File: config.mk
export PLATFORM = sky130hd
export DESIGN_NAME = dp_arbiter
export DESIGN_NICKNAME = d
export VERILOG_FILES = /design/src/rtl/dp_arb_pkg.sv /design/src/rtl/dp_arb_mux.sv /design/src/rtl/dp_arbiter.sv
export SDC_FILE = /design/constraint.sdc
export NUM_CORES = 1
export LEC_CHECK = 0
export ABC_AREA = 1
export BUFFER_PORTS_ARGS = -buffer_cell sky130_fd_sc_hd__buf_2
export CAP_MARGIN = 20
export CORE_MARGIN = 2
export CORE_UTILIZATION = 31
export DETAILED_ROUTE_END_ITERATION = 7
export MAX_ROUTING_LAYER = met4
export PLACE_DENSITY_LB_ADDON = 0.3
export SYNTH_ARGS = -nofsm -noshare
export SYNTH_HDL_FRONTEND = slang
export SYNTH_SLANG_ARGS = --single-unit
File: constraint.sdc
create_clock -name Clk -period 3.1 [get_ports Clk]
set_clock_uncertainty 0.1 [all_clocks]
set_input_delay 0.93 -clock Clk [delete_from_list [all_inputs] [get_ports Clk]]
set_output_delay 0.93 -clock Clk [all_outputs]
set_load 0.02 [all_outputs]
File: src/rtl/dp_arb_pkg.sv
// Shared types and constants for the two-requester datapath arbiter.
// The optional grant-length limit is enabled by defining DP_ARB_TIMEOUT_EN.
package dp_arb_pkg;

    typedef enum logic [1:0] {
        ST_IDLE    = 2'd0,
        ST_GNT0    = 2'd1,
        ST_GNT1    = 2'd2,
        ST_RELEASE = 2'd3
    } arb_state_e;

    localparam int unsigned NOP_OPCODE      = 0;
    localparam int          DEFAULT_TIMEOUT = 64;

    // Round-robin pick from IDLE; last_served=1 means requester 0 wins a tie.
    function automatic arb_state_e rr_pick(input logic req0, input logic req1,
                                           input logic last_served);
        arb_state_e pick;
        pick = ST_IDLE;
        if (req0 && (!req1 || last_served))
            pick = ST_GNT0;
        else if (req1)
            pick = ST_GNT1;
        return pick;
    endfunction

endpackage

File: src/rtl/dp_arb_mux.sv
// Combinational steering of one requester's datapath controls, selected by the grant.
// With no grant the datapath sees a NOP with all addresses at zero.
module dp_arb_mux
    import dp_arb_pkg::*;
#(
    parameter int size = 3
) (
    input  logic              gnt0_i,
    input  logic              gnt1_i,
    input  logic [size-2:0]   wrt_addr0_i,
    input  logic [size-2:0]   wrt_addr1_i,
    input  logic [size-2:0]   rd_addr1_0_i,
    input  logic [size-2:0]   rd_addr1_1_i,
    input  logic [size-2:0]   rd_addr2_0_i,
    input  logic [size-2:0]   rd_addr2_1_i,
    input  logic              wrt_en0_i,
    input  logic              wrt_en1_i,
    input  logic              load_data0_i,
    input  logic              load_data1_i,
    input  logic [size-1:0]   alu_opcode0_i,
    input  logic [size-1:0]   alu_opcode1_i,
    output logic [size-2:0]   wrt_addr_o,
    output logic [size-2:0]   rd_addr1_o,
    output logic [size-2:0]   rd_addr2_o,
    output logic              wrt_en_o,
    output logic              load_data_o,
    output logic [size-1:0]   alu_opcode_o
);

    always_comb begin
        wrt_addr_o   = '0;
        rd_addr1_o   = '0;
        rd_addr2_o   = '0;
        wrt_en_o     = 1'b0;
        load_data_o  = 1'b0;
        alu_opcode_o = size'(NOP_OPCODE);
        if (gnt0_i) begin
            wrt_addr_o   = wrt_addr0_i;
            rd_addr1_o   = rd_addr1_0_i;
            rd_addr2_o   = rd_addr2_0_i;
            wrt_en_o     = wrt_en0_i;
            load_data_o  = load_data0_i;
            alu_opcode_o = alu_opcode0_i;
        end else if (gnt1_i) begin
            wrt_addr_o   = wrt_addr1_i;
            rd_addr1_o   = rd_addr1_1_i;
            rd_addr2_o   = rd_addr2_1_i;
            wrt_en_o     = wrt_en1_i;
            load_data_o  = load_data1_i;
            alu_opcode_o = alu_opcode1_i;
        end
    end

endmodule

File: src/rtl/dp_arbiter.sv
// Round-robin arbiter granting one of two requesters the register-file/ALU datapath.
// Define DP_ARB_TIMEOUT_EN to force release of grants that exceed TIMEOUT cycles.
module dp_arbiter
    import dp_arb_pkg::*;
#(
    parameter int size    = 3,
    parameter int TIMEOUT = DEFAULT_TIMEOUT
) (
    input  logic              Clk,
    input  logic              Rst,
    input  logic              Req0,
    input  logic              Req1,
    input  logic              Done0,
    input  logic              Done1,
    input  logic [size-2:0]   wrt_addr0,
    input  logic [size-2:0]   wrt_addr1,
    input  logic [size-2:0]   rd_addr1_0,
    input  logic [size-2:0]   rd_addr1_1,
    input  logic [size-2:0]   rd_addr2_0,
    input  logic [size-2:0]   rd_addr2_1,
    input  logic              wrt_en0,
    input  logic              wrt_en1,
    input  logic              load_data0,
    input  logic              load_data1,
    input  logic [size-1:0]   alu_opcode0,
    input  logic [size-1:0]   alu_opcode1,
    output logic [size-2:0]   wrt_addr,
    output logic [size-2:0]   rd_addr1,
    output logic [size-2:0]   rd_addr2,
    output logic              wrt_en,
    output logic              load_data,
    output logic [size-1:0]   alu_opcode,
    output logic              Gnt0,
    output logic              Gnt1,
    output logic              Busy,
    output logic              Timeout
);

    arb_state_e state_q, state_d;
    logic       last_q, last_d;
    logic       gnt0_q, gnt1_q, busy_q;
    logic       expire;

`ifdef DP_ARB_TIMEOUT_EN
    localparam int CNT_W = (TIMEOUT > 2) ? $clog2(TIMEOUT) : 1;
    localparam logic [CNT_W-1:0] CNT_LAST = CNT_W'(TIMEOUT - 1);

    logic [CNT_W-1:0] cnt_q, cnt_d;
    logic             timeout_q;

    assign expire = (cnt_q == CNT_LAST);

    // Grants are only entered from IDLE, so clearing there gives zero on the first granted cycle.
    always_comb begin
        cnt_d = cnt_q;
        if (state_q == ST_IDLE)
            cnt_d = '0;
        else if (state_q == ST_GNT0 || state_q == ST_GNT1)
            cnt_d = cnt_q + 1'b1;
    end

    always_ff @(posedge Clk) begin
        if (Rst) begin
            cnt_q     <= '0;
            timeout_q <= 1'b0;
        end else begin
            cnt_q     <= cnt_d;
            timeout_q <= ((state_q == ST_GNT0 && Req0 && !Done0) ||
                          (state_q == ST_GNT1 && Req1 && !Done1)) && expire;
        end
    end

    assign Timeout = timeout_q;
`else
    assign expire  = 1'b0;
    assign Timeout = 1'b0;
`endif

    always_comb begin
        state_d = state_q;
        last_d  = last_q;
        case (state_q)
            ST_IDLE: state_d = rr_pick(Req0, Req1, last_q);
            ST_GNT0: begin
                if (!Req0 || Done0 || expire) begin
                    state_d = ST_RELEASE;
                    last_d  = 1'b0;
                end
            end
            ST_GNT1: begin
                if (!Req1 || Done1 || expire) begin
                    state_d = ST_RELEASE;
                    last_d  = 1'b1;
                end
            end
            ST_RELEASE: state_d = ST_IDLE;
            default:    state_d = ST_IDLE;
        endcase
    end

    // Grant and busy flags are registered copies of the next state.
    always_ff @(posedge Clk) begin
        if (Rst) begin
            state_q <= ST_IDLE;
            last_q  <= 1'b1;
            gnt0_q  <= 1'b0;
            gnt1_q  <= 1'b0;
            busy_q  <= 1'b0;
        end else begin
            state_q <= state_d;
            last_q  <= last_d;
            gnt0_q  <= (state_d == ST_GNT0);
            gnt1_q  <= (state_d == ST_GNT1);
            busy_q  <= (state_d != ST_IDLE);
        end
    end

    assign Gnt0 = gnt0_q;
    assign Gnt1 = gnt1_q;
    assign Busy = busy_q;

    dp_arb_mux #(
        .size (size)
    ) u_mux (
        .gnt0_i        (gnt0_q),
        .gnt1_i        (gnt1_q),
        .wrt_addr0_i   (wrt_addr0),
        .wrt_addr1_i   (wrt_addr1),
        .rd_addr1_0_i  (rd_addr1_0),
        .rd_addr1_1_i  (rd_addr1_1),
        .rd_addr2_0_i  (rd_addr2_0),
        .rd_addr2_1_i  (rd_addr2_1),
        .wrt_en0_i     (wrt_en0),
        .wrt_en1_i     (wrt_en1),
        .load_data0_i  (load_data0),
        .load_data1_i  (load_data1),
        .alu_opcode0_i (alu_opcode0),
        .alu_opcode1_i (alu_opcode1),
        .wrt_addr_o    (wrt_addr),
        .rd_addr1_o    (rd_addr1),
        .rd_addr2_o    (rd_addr2),
        .wrt_en_o      (wrt_en),
        .load_data_o   (load_data),
        .alu_opcode_o  (alu_opcode)
    );

endmodule

==> metrics.md, run 1 <==
| Metric | Value |
|---|---|
| Setup total negative slack | 0 ns |
| Total wire length | 1185 µm |
| Reg2reg start | state_q[0]$_SDFF_PP0_ |
| Post-CTS Setup Bufs | 0 |
| Reg2Reg Depth | 8 |
| CP arrival | about 1.4 ns |
| Worst Hold Launch | last_q$_SDFFE_PP1P_ |
| Sink Count | 6 |
| Crit-path max FO | 13 |
| Fmax | roughly 420 MHz |
| Slew Limit Fails | 0 |
| Root Buffer | clkbuf_4 |
| RD Place Congestion | 0.8624 |
| Worst-path clk slew | 0.04 ns |
| Hold Crit Class | flop to flop |
| Layout cell share with drive strength beyond 1 | 39.34% |
| Hold_buf cts | 0 |
| Via density | roughly 4.5 |
| Mapped Cells | 82 |
| Num CTS Buffers | 3 |
| Area Overhead vs Synth | 47.00% |
| H-Tree Depth | 1 |
| Leakage | 0.4668 nW |
| Worst-Skew Late Latency | 0.24 ns |
| Worst Setup End Kind | output port |
| Overall power | 0.0003764 W |
| CTS tree | done |
| Port Buffers | 41 |
| Core area | 1471 µm² |
| Min-Delay Endpoint | last_q$_SDFFE_PP1P_ |
| Post_cts resized | 0 |
| Detailed Place HPWL | 978.6 µm |
| # DRC | 0 |
| # setup viols final | 0 |
| ANT cells | 0 |
| Required time worst endpoint | 2.07 ns |
| Final Hold Fails | 0 |
| CP startpoint kind | flop |
| Starting DRC count in detailed routing | 9 |
| Fillers | 172 |
| #FFs+latches synth | 6 |
| Num ports | 43 |
| DRT antenna net count | 0 |
| Starting density of the core | between 30% and 40% |
| Syn Std Cell Area | 479.2 µm² |
| Die Y | 43.32 µm |
| Vias in the first global route | 527 |
| Average size of a mapped cell | 5.844 µm² |
| RSZ-0062 raised after global routing | no |
| Tot GR Track Use | 13.62% |
| First-pass DRT Iterations | 4 |
| Final Cycle Share | 77.44% |
| Drt wl/cell | between 8 and 9 µm |
| Critical path class | flop to output port |
| Largest net degree at the start of global routing | 14 |
| GRT Residual Overflow | 0 |
| Vias after detailed routing | 621 |
| Status | completed |
| R2r setup slk | ~1.8 ns |
| Post-synth net total | 113 |
| Pwr per Cell Area | 534.3 nW/µm² |
| NumNets Final | 155 |
| Worst R2R End | Busy$_SDFF_PP0_ |
| Die X | 43.32 µm |
| Worst VDD drop | 0.2937 mV |
| Cell count of the worst hold path | 2 |
| Rows | 14 |
| Die area | 1876 µm² |
| Max-Cap Viols | 0 |
| Distinct cells, synth | 15 |
| Synth warnings | 0 |
| Register area share after synthesis | approximately a quarter |
| First-pass GRT wire length | slightly below 2000 µm |
| Antenna violations before repair | 0 |
| Setup crit start | Gnt0$_SDFF_PP0_ |
| Final Critical Period | 2.401 ns |
| Buffers from clock root to sink, at most | 2 |
where the power goes:
group / leakage, nW / switching, W / total [W] / internal [W]
combinational: 0.403 / 0.000120 / 0.000191 / 0.0000716
clock: 0.0138 / 0.0000257 / 0.0000693 / 0.0000436
sequential: 0.0497 / 0.0000208 / 0.000116 / 0.0000948
total: 0.467 / 0.000166 / 0.000376 / 0.000210
synthesized netlist by cell type:
master    instances  area share [%]
buf_2             3             3.1
buf_4             1             1.6
conb_1            1            0.78
dfxtp_1           6              25
ha_1              3             7.8
inv_1            11             8.6
nand2_1          32              25
nand2_2           2             2.6
nand3_1          16              17
nand4_1           1             1.3
nor2_1            2             1.6
nor2_2            1             1.3
o211ai_1          1             1.6
o21ai_1           1             1.0
o21ai_2           1             1.8
critical path, cell delays in order, from the launching register on:
cell and delay [ns]:
dfxtp_1 0.54, inv_1 0.26, nand3_1 0.12, nand2_1 0.05, buf_2 0.15
how the worst max path moves through the flow:
stage                    end  slack (ns)  cells after the start
2_1_floorplan  alu_opcode[0]        0.92                      2
3_3_place_gp          wrt_en        0.77                      4
3_5_place_dp          wrt_en        0.75                      4
4_1_cts        alu_opcode[2]        0.65                      4
5_1_grt        alu_opcode[2]        0.52                      4
6_report              wrt_en        0.70                      4
flip-flops by register name, indices dropped and copies added, names as in the netlist:
signal / count
Busy: 1
last_q: 1
Gnt1: 1
Gnt0: 1
state_q: 2
through the flow:
stage | instances | utilization [%] | hold slack, ns | setup slack, ns | cell area, µm²
floorplan | 82 | - | 0.3533 | 0.9203 | 479.2
global placement | 135 | 46.34 | 0.3696 | 0.7750 | 681.9
detailed placement | 135 | 46.34 | 0.3808 | 0.7531 | 681.9
CTS | 138 | 47.87 | 0.3891 | 0.6489 | 704.4
global route | 138 | 47.87 | 0.4057 | 0.5247 | 704.4
finish | 138 | 47.87 | 0.3922 | 0.6995 | 704.4
routing by layer:
layer | up-vias | track usage, % | part of all wire (%)
met1 | 260 | 14.95 | 43
met5 | - | - | 0
met4 | 0 | 7.273 | 1.5
li1 | 334 | - | -
met3 | 2 | 1.702 | 7.6
met2 | 25 | 23.58 | 48
layout by cell type, fill, tap and decap left out:
| cell | netlist | final |
|---|---|---|
| buf_2 | 3 | 41 |
| clkbuf_4 | 0 | 3 |
| conb_1 | 1 | 1 |
| dfxtp_1 | 6 | 6 |
| ha_1 | 3 | 3 |
| inv_1 | 11 | 11 |
| nand2_1 | 32 | 32 |
| nand2_2 | 2 | 2 |
| nand3_1 | 16 | 16 |
| nand4_1 | 1 | 1 |
| nor2_1 | 2 | 2 |
| nor2_2 | 1 | 1 |
| o211ai_1 | 1 | 1 |
| o21ai_1 | 1 | 1 |
| o21ai_2 | 1 | 1 |
kinds of logic after synthesis:
group,share of synthesized area (%)
DFF,25.07
adders and majority gates,7.834
and+or+nand+nor,48.57
other,0.7825
buffers and inverters,13.32
AOI/OAI and AO/OA,4.439
layout make-up:
type,count,area [µm²],area share (%)
Inverter,11,41.29,5.861
Timing Repair Buffer,41,205.2,29.13
Sequential cell,6,120.1,17.05
Tap cell,16,20.02,2.842
Multi-Input combinational cell,61,295.3,41.92
Clock buffer,3,22.52,3.197
Note: power is estimated with default switching activity, not from simulation.
==> inputs of run 2 (changes only) <==
==> constraint.sdc (replaced) <==
create_clock -name Clk -period 2.3 [get_ports Clk]
set_clock_uncertainty 0.1 [all_clocks]
set_input_delay 0.69 -clock Clk [delete_from_list [all_inputs] [get_ports Clk]]
set_output_delay 0.69 -clock Clk [all_outputs]
set_load 0.02 [all_outputs]
==> run 2 against run 1 <==
  * Core utilization is 0.51 points higher
  * Via count grew 2.3%
  * Register-to-register slack worse by 0.79 ns
  * Hold slack worse by 0.0049 ns
  * Worst setup slack got worse by 0.32 ns
  * Non-clock buffer count is 1 higher
  * First-iteration DRC count increased by 33%
  * Critical path depth down 1
  * Routed wire length decreased by 0.59%
  * Critical endpoint is now alu_opcode[1]
  * Largest cell class unchanged
  * Highest routed layer is now met3
==> metrics.md, run 2 (synthesized netlist as in run 1, its figures left out) <==
| Metric | Value |
|---|---|
| Post_cts resized | 0 (unchanged) |
| Commonest non-fill, non-tap cell in the layout | buf_2 (unchanged) |
| Max incr delay on CP | 0.54 ns (about the same) |
| Most flop-heavy register | state_q (unchanged) |
| Largest net degree at the start of global routing | 13 (was 14) |
| RSZ-0062 raised after global routing | no (unchanged) |
| Placed Area | 689.4 µm² (was 681.9 µm²) |
| Total wire length | 1178 µm (was 1185 µm) |
| Die area | 1876 µm² (unchanged) |
| GRT Residual Overflow | 0 (unchanged) |
| Drt wl/cell | 8.475 µm (was 8.587 µm) |
| Buffers from clock root to sink, at most | 2 (unchanged) |
| Register share of total power | 28.2% (was 30.7%) |
| CTS tree | done (unchanged) |
| Worst-Skew Late Latency | 0.24 ns (about the same) |
| Antenna violations before repair | 0 (unchanged) |
| Worst hold margin | 0.3872 ns (was 0.3922 ns) |
| RD Place Congestion | 0.8577 (was 0.8624) |
| R2r setup slk | 1.05 ns (was 1.84 ns) |
| Commonest cells after routing, fill and taps aside | buf_2 (41), nand2_1 (32), nand3_1 (16), inv_1 (11), dfxtp_1 (6) (unchanged) |
| Rows | 14 (unchanged) |
| Worst VDD drop | 0.4077 mV (was 0.2937 mV) |
| Post-CTS Setup Bufs | 0 (unchanged) |
| Largest register FFs | 2 (unchanged) |
| Final Critical Period | 1.919 ns |
| CP max stage cell | dfxtp_1 (unchanged) |
| Final Cycle Share | 83.42% |
| Sink Count | 6 (unchanged) |
| CP top delay family | flip-flops (unchanged) |
| ANT cells | 0 (unchanged) |
| Worst-path clk slew | 0.05 ns (was 0.04 ns) |
| Starting DRC count in detailed routing | 12 (was 9) |
| Net switching power | 0.0002252 W (was 0.0001663 W) |
| Port Buffers | 41 (unchanged) |
| DRT antenna net count | 0 (unchanged) |
| Tot GR Track Use | 13.71% (was 13.62%) |
| Post-route cell area | 711.9 µm² (was 704.4 µm²) |
| Vias in the first global route | 523 (was 527) |
| Clk pwr share | 18.3% (was 18.4%) |
| Num ports | 43 (unchanged) |
| Fmax | 521.2 MHz |
| Die X | 43.32 µm (unchanged) |
| Layout cell share with drive strength beyond 1 | 39.84% (was 39.34%) |
| Crit-path max FO | 12 (was 13) |
| Reg2Reg Depth | 8 (unchanged) |
| Leakage | 0.4720 nW (was 0.4668 nW) |
| Num CTS Buffers | 3 (unchanged) |
| # setup viols final | 0 (unchanged) |
| First-pass DRT Iterations | 4 (unchanged) |
| Critical path buffer and inverter count | 1 (was 2) |
| CP startpoint kind | flop (unchanged) |
| Detailed Place HPWL | 996.7 µm (was 978.6 µm) |
| Area Overhead vs Synth | 48.56% (was 47.00%) |
| Status | completed (unchanged) |
| Root Buffer | clkbuf_4 (unchanged) |
| Cell count of the worst hold path | 2 (unchanged) |
| NumNets Final | 156 (was 155) |
| # DRC | 0 (unchanged) |
| Via density | 4.568 (was 4.500) |
| Worst Setup End Kind | output port (unchanged) |
| Starting density of the core | 32.57% (unchanged) |
| Die Y | 43.32 µm (unchanged) |
| Max-Cap Viols | 0 (unchanged) |
| Pwr per Cell Area | 720.8 nW/µm² (was 534.3 nW/µm²) |
| Hold_buf cts | 0 (unchanged) |
| Required time worst endpoint | 1.51 ns (was 2.07 ns) |
| Vias after detailed routing | 635 (was 621) |
| Core area | 1471 µm² (unchanged) |
| H-Tree Depth | 1 (unchanged) |
| First-pass GRT wire length | 1938 µm (was 1925 µm) |
| Slew Limit Fails | 0 (unchanged) |
| Cell Chain, Critical Path | nand3_1, nand2_1, buf_2 (was inv_1, nand3_1, nand2_1, buf_2) |
| Setup total negative slack | 0 ns (unchanged) |
| Net Sw Frac | 43.88% (was 44.19%) |
| Internal power consumption | 0.0002880 W (was 0.0002101 W) |
| Hold Crit Class | flop to flop (unchanged) |
| CP arrival | 1.13 ns (was 1.37 ns) |
| Cell count along the critical path | 3 (was 4) |
| Final Hold Fails | 0 (unchanged) |
| Critical path class | flop to output port (unchanged) |
| Comb pwr share | 53.5% (was 50.9%) |
[run 2: changes by cell type in the layout (fill, tap and decap cells not counted), sizes merged]
cell  before  now
buf       41   42
[run 2: power by group through the flow]
stage | Sequential, W | Clock (W) | Combinational [W]
2_1_floorplan | 0.000156 | 0 | 0.000181
3_3_place_gp | 0.000146 | 0 | 0.000273
3_5_place_dp | 0.000147 | 0 | 0.000278
4_1_cts | 0.000145 | 0.000100 | 0.000278
5_1_grt | 0.000149 | 0.000105 | 0.000309
6_report | 0.000145 | 0.0000938 | 0.000275
[run 2: path summary, 6_finish.rpt]
path	start	end
setup / recovery	Gnt1$_SDFF_PP0_	alu_opcode[1]
hold / removal	last_q$_SDFFE_PP1P_	last_q$_SDFFE_PP1P_
setup reg to reg	state_q[0]$_SDFF_PP0_	Busy$_SDFF_PP0_
hold reg to reg	last_q$_SDFFE_PP1P_	last_q$_SDFFE_PP1P_
[run 2: layer usage]
layer	track usage [%]	wire length [µm]	up-vias
met1	14.18	469	281
met4	5.455	0	0
li1	-	-	335
met5	-	0	-
met2	24.78	617	19
met3	2.979	91	0
[run 2: final cells by class]
cell class	instances	area, µm²
clock buffers	3	22.52
fillers	156	759.5
inverters	11	41.29
multi-input cells	61	295.3
flip-flops and latches	6	120.1
well taps	16	20.02
repair buffers	42	212.7
[run 2: stage by stage]
step                util (%)  setup WS (ns)  power (W)  instances
global route           48.38         0.2768  0.0005627        139
CTS                    48.38         0.3552  0.0005238        139
global placement       46.85         0.4558  0.0004193        136
detailed placement     46.85         0.4420  0.0004246        136
finish                 48.38         0.3813  0.0005132        139
floorplan                  -         0.6003  0.0003367         82
[run 2: tightest hold or removal path: stages, from the launching register on]
cell     delay [ns]
dfxtp_1        0.34
nand2_1        0.06
nand3_1        0.06
==> inputs of run 3 (changes only) <==
--- a/config.mk
+++ b/config.mk
@@ -5,7 +5,7 @@
 export SDC_FILE = /design/constraint.sdc
 export NUM_CORES = 1
 export LEC_CHECK = 0
-export ABC_AREA = 1
+export ABC_AREA = 0
 export BUFFER_PORTS_ARGS = -buffer_cell sky130_fd_sc_hd__buf_2
 export CAP_MARGIN = 20
 export CORE_MARGIN = 2
==> constraint.sdc (replaced) <==
create_clock -name Clk -period 1.6 [get_ports Clk]
set_clock_uncertainty 0.1 [all_clocks]
set_input_delay 0.48 -clock Clk [delete_from_list [all_inputs] [get_ports Clk]]
set_output_delay 0.48 -clock Clk [all_outputs]
set_load 0.02 [all_outputs]
==> run 3 against run 2 <==
  * The flow now finishes with violations (setup timing)
  * Clock power up 50%
  * Area after synthesis down 4.7%
  * Combinational power grew 120%
  * Cell count is 17% lower
  * Sequential power rose by 58%
  * First-iteration DRC count fell by 42%
  * Routed wire length is 19% higher
  * Non-clock buffer count up 4
  * Die area down 4.3%
  * Total power is 91% higher
  * Global-route usage grew 2.8 points
  * Critical endpoint is now alu_opcode[2]
  * Largest cell class is now non-clock buffers
  * Highest routed layer is now met4
==> metrics.md, run 3 <==
| Metric | Value |
|---|---|
| Status | finished, violations left (was completed) |
| Failing checks | setup timing |
| Distinct cells, synth | 23 (was 15) |
| H-Tree Depth | 1 (unchanged) |
| Most frequent cell after synthesis | a22o_1 (was nand2_1) |
| Sink Count | 6 (unchanged) |
| Fillers | 122 (was 156) |
| Area contributors post-synth | dfxtp_1 (26%), a22o_1 (19%), ha_1 (8.2%) (was dfxtp_1 (25%), nand2_1 (25%), nand3_1 (17%)) |
| DRT antenna net count | 0 (unchanged) |
| Die Y | 42.38 µm (was 43.32 µm) |
| Post-synth EDFFs | 0 (unchanged) |
| Register share of total power | 23.3% (was 28.2%) |
| Via density | 5.259 (was 4.568) |
| Internal power consumption | 0.0005856 W (was 0.0002880 W) |
| Total wire length | 1399 µm (was 1178 µm) |
| Ys async rst share | 0% (unchanged) |
| Root Buffer | clkbuf_4 (unchanged) |
| Synth warnings | 0 (unchanged) |
| Final Critical Period | between 1.5 and 2 ns |
| CTS tree | done (unchanged) |
| Die X | 42.38 µm (was 43.32 µm) |
| Detailed Place HPWL | 1048 µm (was 996.7 µm) |
| # setup viols final | 11 (was 0) |
| Fmax | 583.1 MHz |
| Buffers from clock root to sink, at most | 2 (unchanged) |
| Syn Std Cell Area | 456.7 µm² (was 479.2 µm²) |
| # DRC | 0 (unchanged) |
| Port Buffers | 41 (unchanged) |
| Commonest non-fill, non-tap cell in the layout | buf_2 (unchanged) |
| Vias in the first global route | 544 (was 523) |
| Clk pwr share | 14.4% (was 18.3%) |
| Setup crit start | Gnt1$_SDFF_PP0_ (unchanged) |
| Top_reg_cell synth | dfxtp_1 (unchanged) |
| Worst Hold Launch | Rst (was last_q$_SDFFE_PP1P_) |
| Final Cycle Share | 107.2% |
| Crit-path max FO | 7 (was 12) |
| Reg2Reg Depth | 5 (was 8) |
| Hold_buf cts | 0 (unchanged) |
| Post-synth net total | 87 (was 113) |
| Most flop-heavy register | state_q (unchanged) |
| CP startpoint kind | flop (unchanged) |
| Worst-Skew Late Latency | 0.25 ns (was 0.24 ns) |
| Overall power | 0.0009798 W (was 0.0005132 W) |
| Drt wl/cell | 12.06 µm (was 8.475 µm) |
| RSZ-0062 raised after global routing | yes (was no) |
| First-pass GRT wire length | 2221 µm (was 1938 µm) |
| ANT cells | 0 (unchanged) |
| Placed Cells incl. Taps | 111 (was 136) |
| Setup total negative slack | -0.9958 ns (was 0 ns) |
| Area Overhead vs Synth | 78.63% (was 48.56%) |
| Critical path class | flop to output port (unchanged) |
| Worst Setup End Kind | output port (unchanged) |
| Max-Cap Viols | 0 (unchanged) |
| Worst-path clk slew | 0.05 ns (about the same) |
| Layout cell share with drive strength beyond 1 | 54.46% (was 39.84%) |
| NumNets Final | 134 (was 156) |
| Register area share after synthesis | 26.30% (was 25.07%) |
| Pwr per Cell Area | 1201 nW/µm² (was 720.8 nW/µm²) |
| GRT Residual Overflow | 0 (unchanged) |
| Slew Limit Fails | 0 (unchanged) |
| CP arrival | 1.13 ns (about the same) |
| Largest net degree at the start of global routing | 9 (was 13) |
| Core area | 1334 µm² (was 1471 µm²) |
| Die area | 1796 µm² (was 1876 µm²) |
| Comb pwr share | 62.2% (was 53.5%) |
| Vias after detailed routing | 610 (was 635) |
| Net Sw Frac | 40.23% (was 43.88%) |
| Final Hold Fails | 0 (unchanged) |
| Cell count of the worst hold path | 2 (unchanged) |
| Required time worst endpoint | 1.02 ns (was 1.51 ns) |
| Hold Crit Class | input port to flop (was flop to flop) |
| Synth top area share | 26.30% (was 25.07%) |
| Yosys top cell by area | dfxtp_1 (unchanged) |
| First-pass DRT Iterations | 4 (unchanged) |
| Num ports | 43 (unchanged) |
| Reg2reg start | state_q[0]$_SDFF_PP0_ (unchanged) |
| Post-placement setup slack | 0.07327 ns (was 0.4420 ns) |
| Rows | 13 (was 14) |
| Num CTS Buffers | 3 (unchanged) |
| Starting density of the core | 34.24% (was 32.57%) |
| Final non-filler cell total | 116 (was 139) |
| Commonest cells post-synth | a22o_1 (10), dfxtp_1 (6), nor2_1 (5), inv_1 (4) (was nand2_1 (32), nand3_1 (16), inv_1 (11), dfxtp_1 (6)) |
| Commonest cells after routing, fill and taps aside | buf_2 (30), buf_6 (14), a22o_1 (10), nor2_1 (5) (was buf_2 (41), nand2_1 (32), nand3_1 (16), inv_1 (11), dfxtp_1 (6)) |
| Largest register FFs | 2 (unchanged) |
| #FFs+latches synth | 6 (unchanged) |
| Final worst slack | -0.1148 ns (was 0.3813 ns) |
| Average size of a mapped cell | 8.155 µm² (was 5.844 µm²) |
| Net switching power | 0.0003942 W (was 0.0002252 W) |
| Starting DRC count in detailed routing | 7 (was 12) |
| Mapped Cells | 56 (was 82) |
| Worst VDD drop | 0.6059 mV (was 0.4077 mV) |
| Tot GR Track Use | 16.47% (was 13.71%) |
| Antenna violations before repair | 0 (unchanged) |
| Leakage | 0.4004 nW (was 0.4720 nW) |
| RD Place Congestion | 0.8439 (was 0.8577) |
==> run 3: changes by cell type after synthesis, sizes merged, moves of 2 or more <==
cell | previous run | this run
a211oi | 0 | 3
a21oi | 0 | 3
a22o | 0 | 10
inv | 11 | 4
nand2 | 34 | 3
nand3 | 16 | 2
nor2 | 3 | 5
nor2b | 0 | 2
==> run 3: what timing repair did <==
| action | CTS | global route |
|---|---|---|
| endpoints found under the setup margin | 11 | 11 |
| pin swaps | 3 | 6 |
| endpoints found under the hold margin | 0 | 0 |
| setup buffers | 1 | 0 |
| cloned | 1 | 0 |
| resized for setup | 30 | 2 |
==> run 3: final timing paths <==
path / endpoint / slack (ns)
setup / recovery: alu_opcode[2] / -0.11
setup reg to reg: Gnt0$_SDFF_PP0_ / 0.13
hold reg to reg: last_q$_SDFFE_PP1P_ / 0.43
hold / removal: Gnt0$_SDFF_PP0_ / 0.38
==> run 3: layout make-up <==
class / instances / area [µm²] / area share, %
clock buffers: 3 / 22.52 / 2.761
inverters: 4 / 15.01 / 1.840
multi-input cells: 42 / 311.5 / 38.19
flip-flops and latches: 6 / 125.1 / 15.34
well taps: 15 / 18.77 / 2.301
repair buffers: 46 / 322.8 / 39.57
==> run 3: logic make-up after synthesis <==
logic type               Yosys count  share of synthesized area (%)
AO/OA/AOI/OAI                     22                          38.08
buffers and inverters              8                          7.944
flip-flops                         6                          26.30
adder cells (fa/ha/maj)            3                          8.220
other                              1                         0.8211
AND/OR/NAND/NOR                   16                          18.63
==> run 3: metrics by stage <==
stage	instance area, µm²	util (%)	hold WS, ns
2_1_floorplan	457.9	-	0.3943
3_3_place_gp	681.9	51.13	0.4093
3_5_place_dp	681.9	51.13	0.4200
4_1_cts	808.3	60.60	0.3752
5_1_grt	815.8	61.16	0.3777
6_report	815.8	61.16	0.3774
==> run 3: power groups by stage <==
stage	Clock, W	Combinational (W)	Sequential, W
final	0.000141	0.000610	0.000229
after global routing	0.000159	0.000659	0.000234
after CTS	0.000146	0.000602	0.000227
after detailed placement	0	0.000495	0.000217
after global placement	0	0.000488	0.000216
after floorplan	0	0.000324	0.000238
==> run 3: per-layer routing <==
metal  track usage (%)  up-vias  routed length (µm)
met2             32.00       41                 736
met3             6.897        2                 161
met4             5.625        0                  14
li1                  -      299                   -
met5                 -        -                   0
met1             13.66      268                 486
==> run 3: critical path, stage by stage, from the launching register on <==
cell     delay [ns]
dfxtp_2        0.31
nor2b_4        0.13
buf_6          0.12
a22o_1         0.20
buf_6          0.13
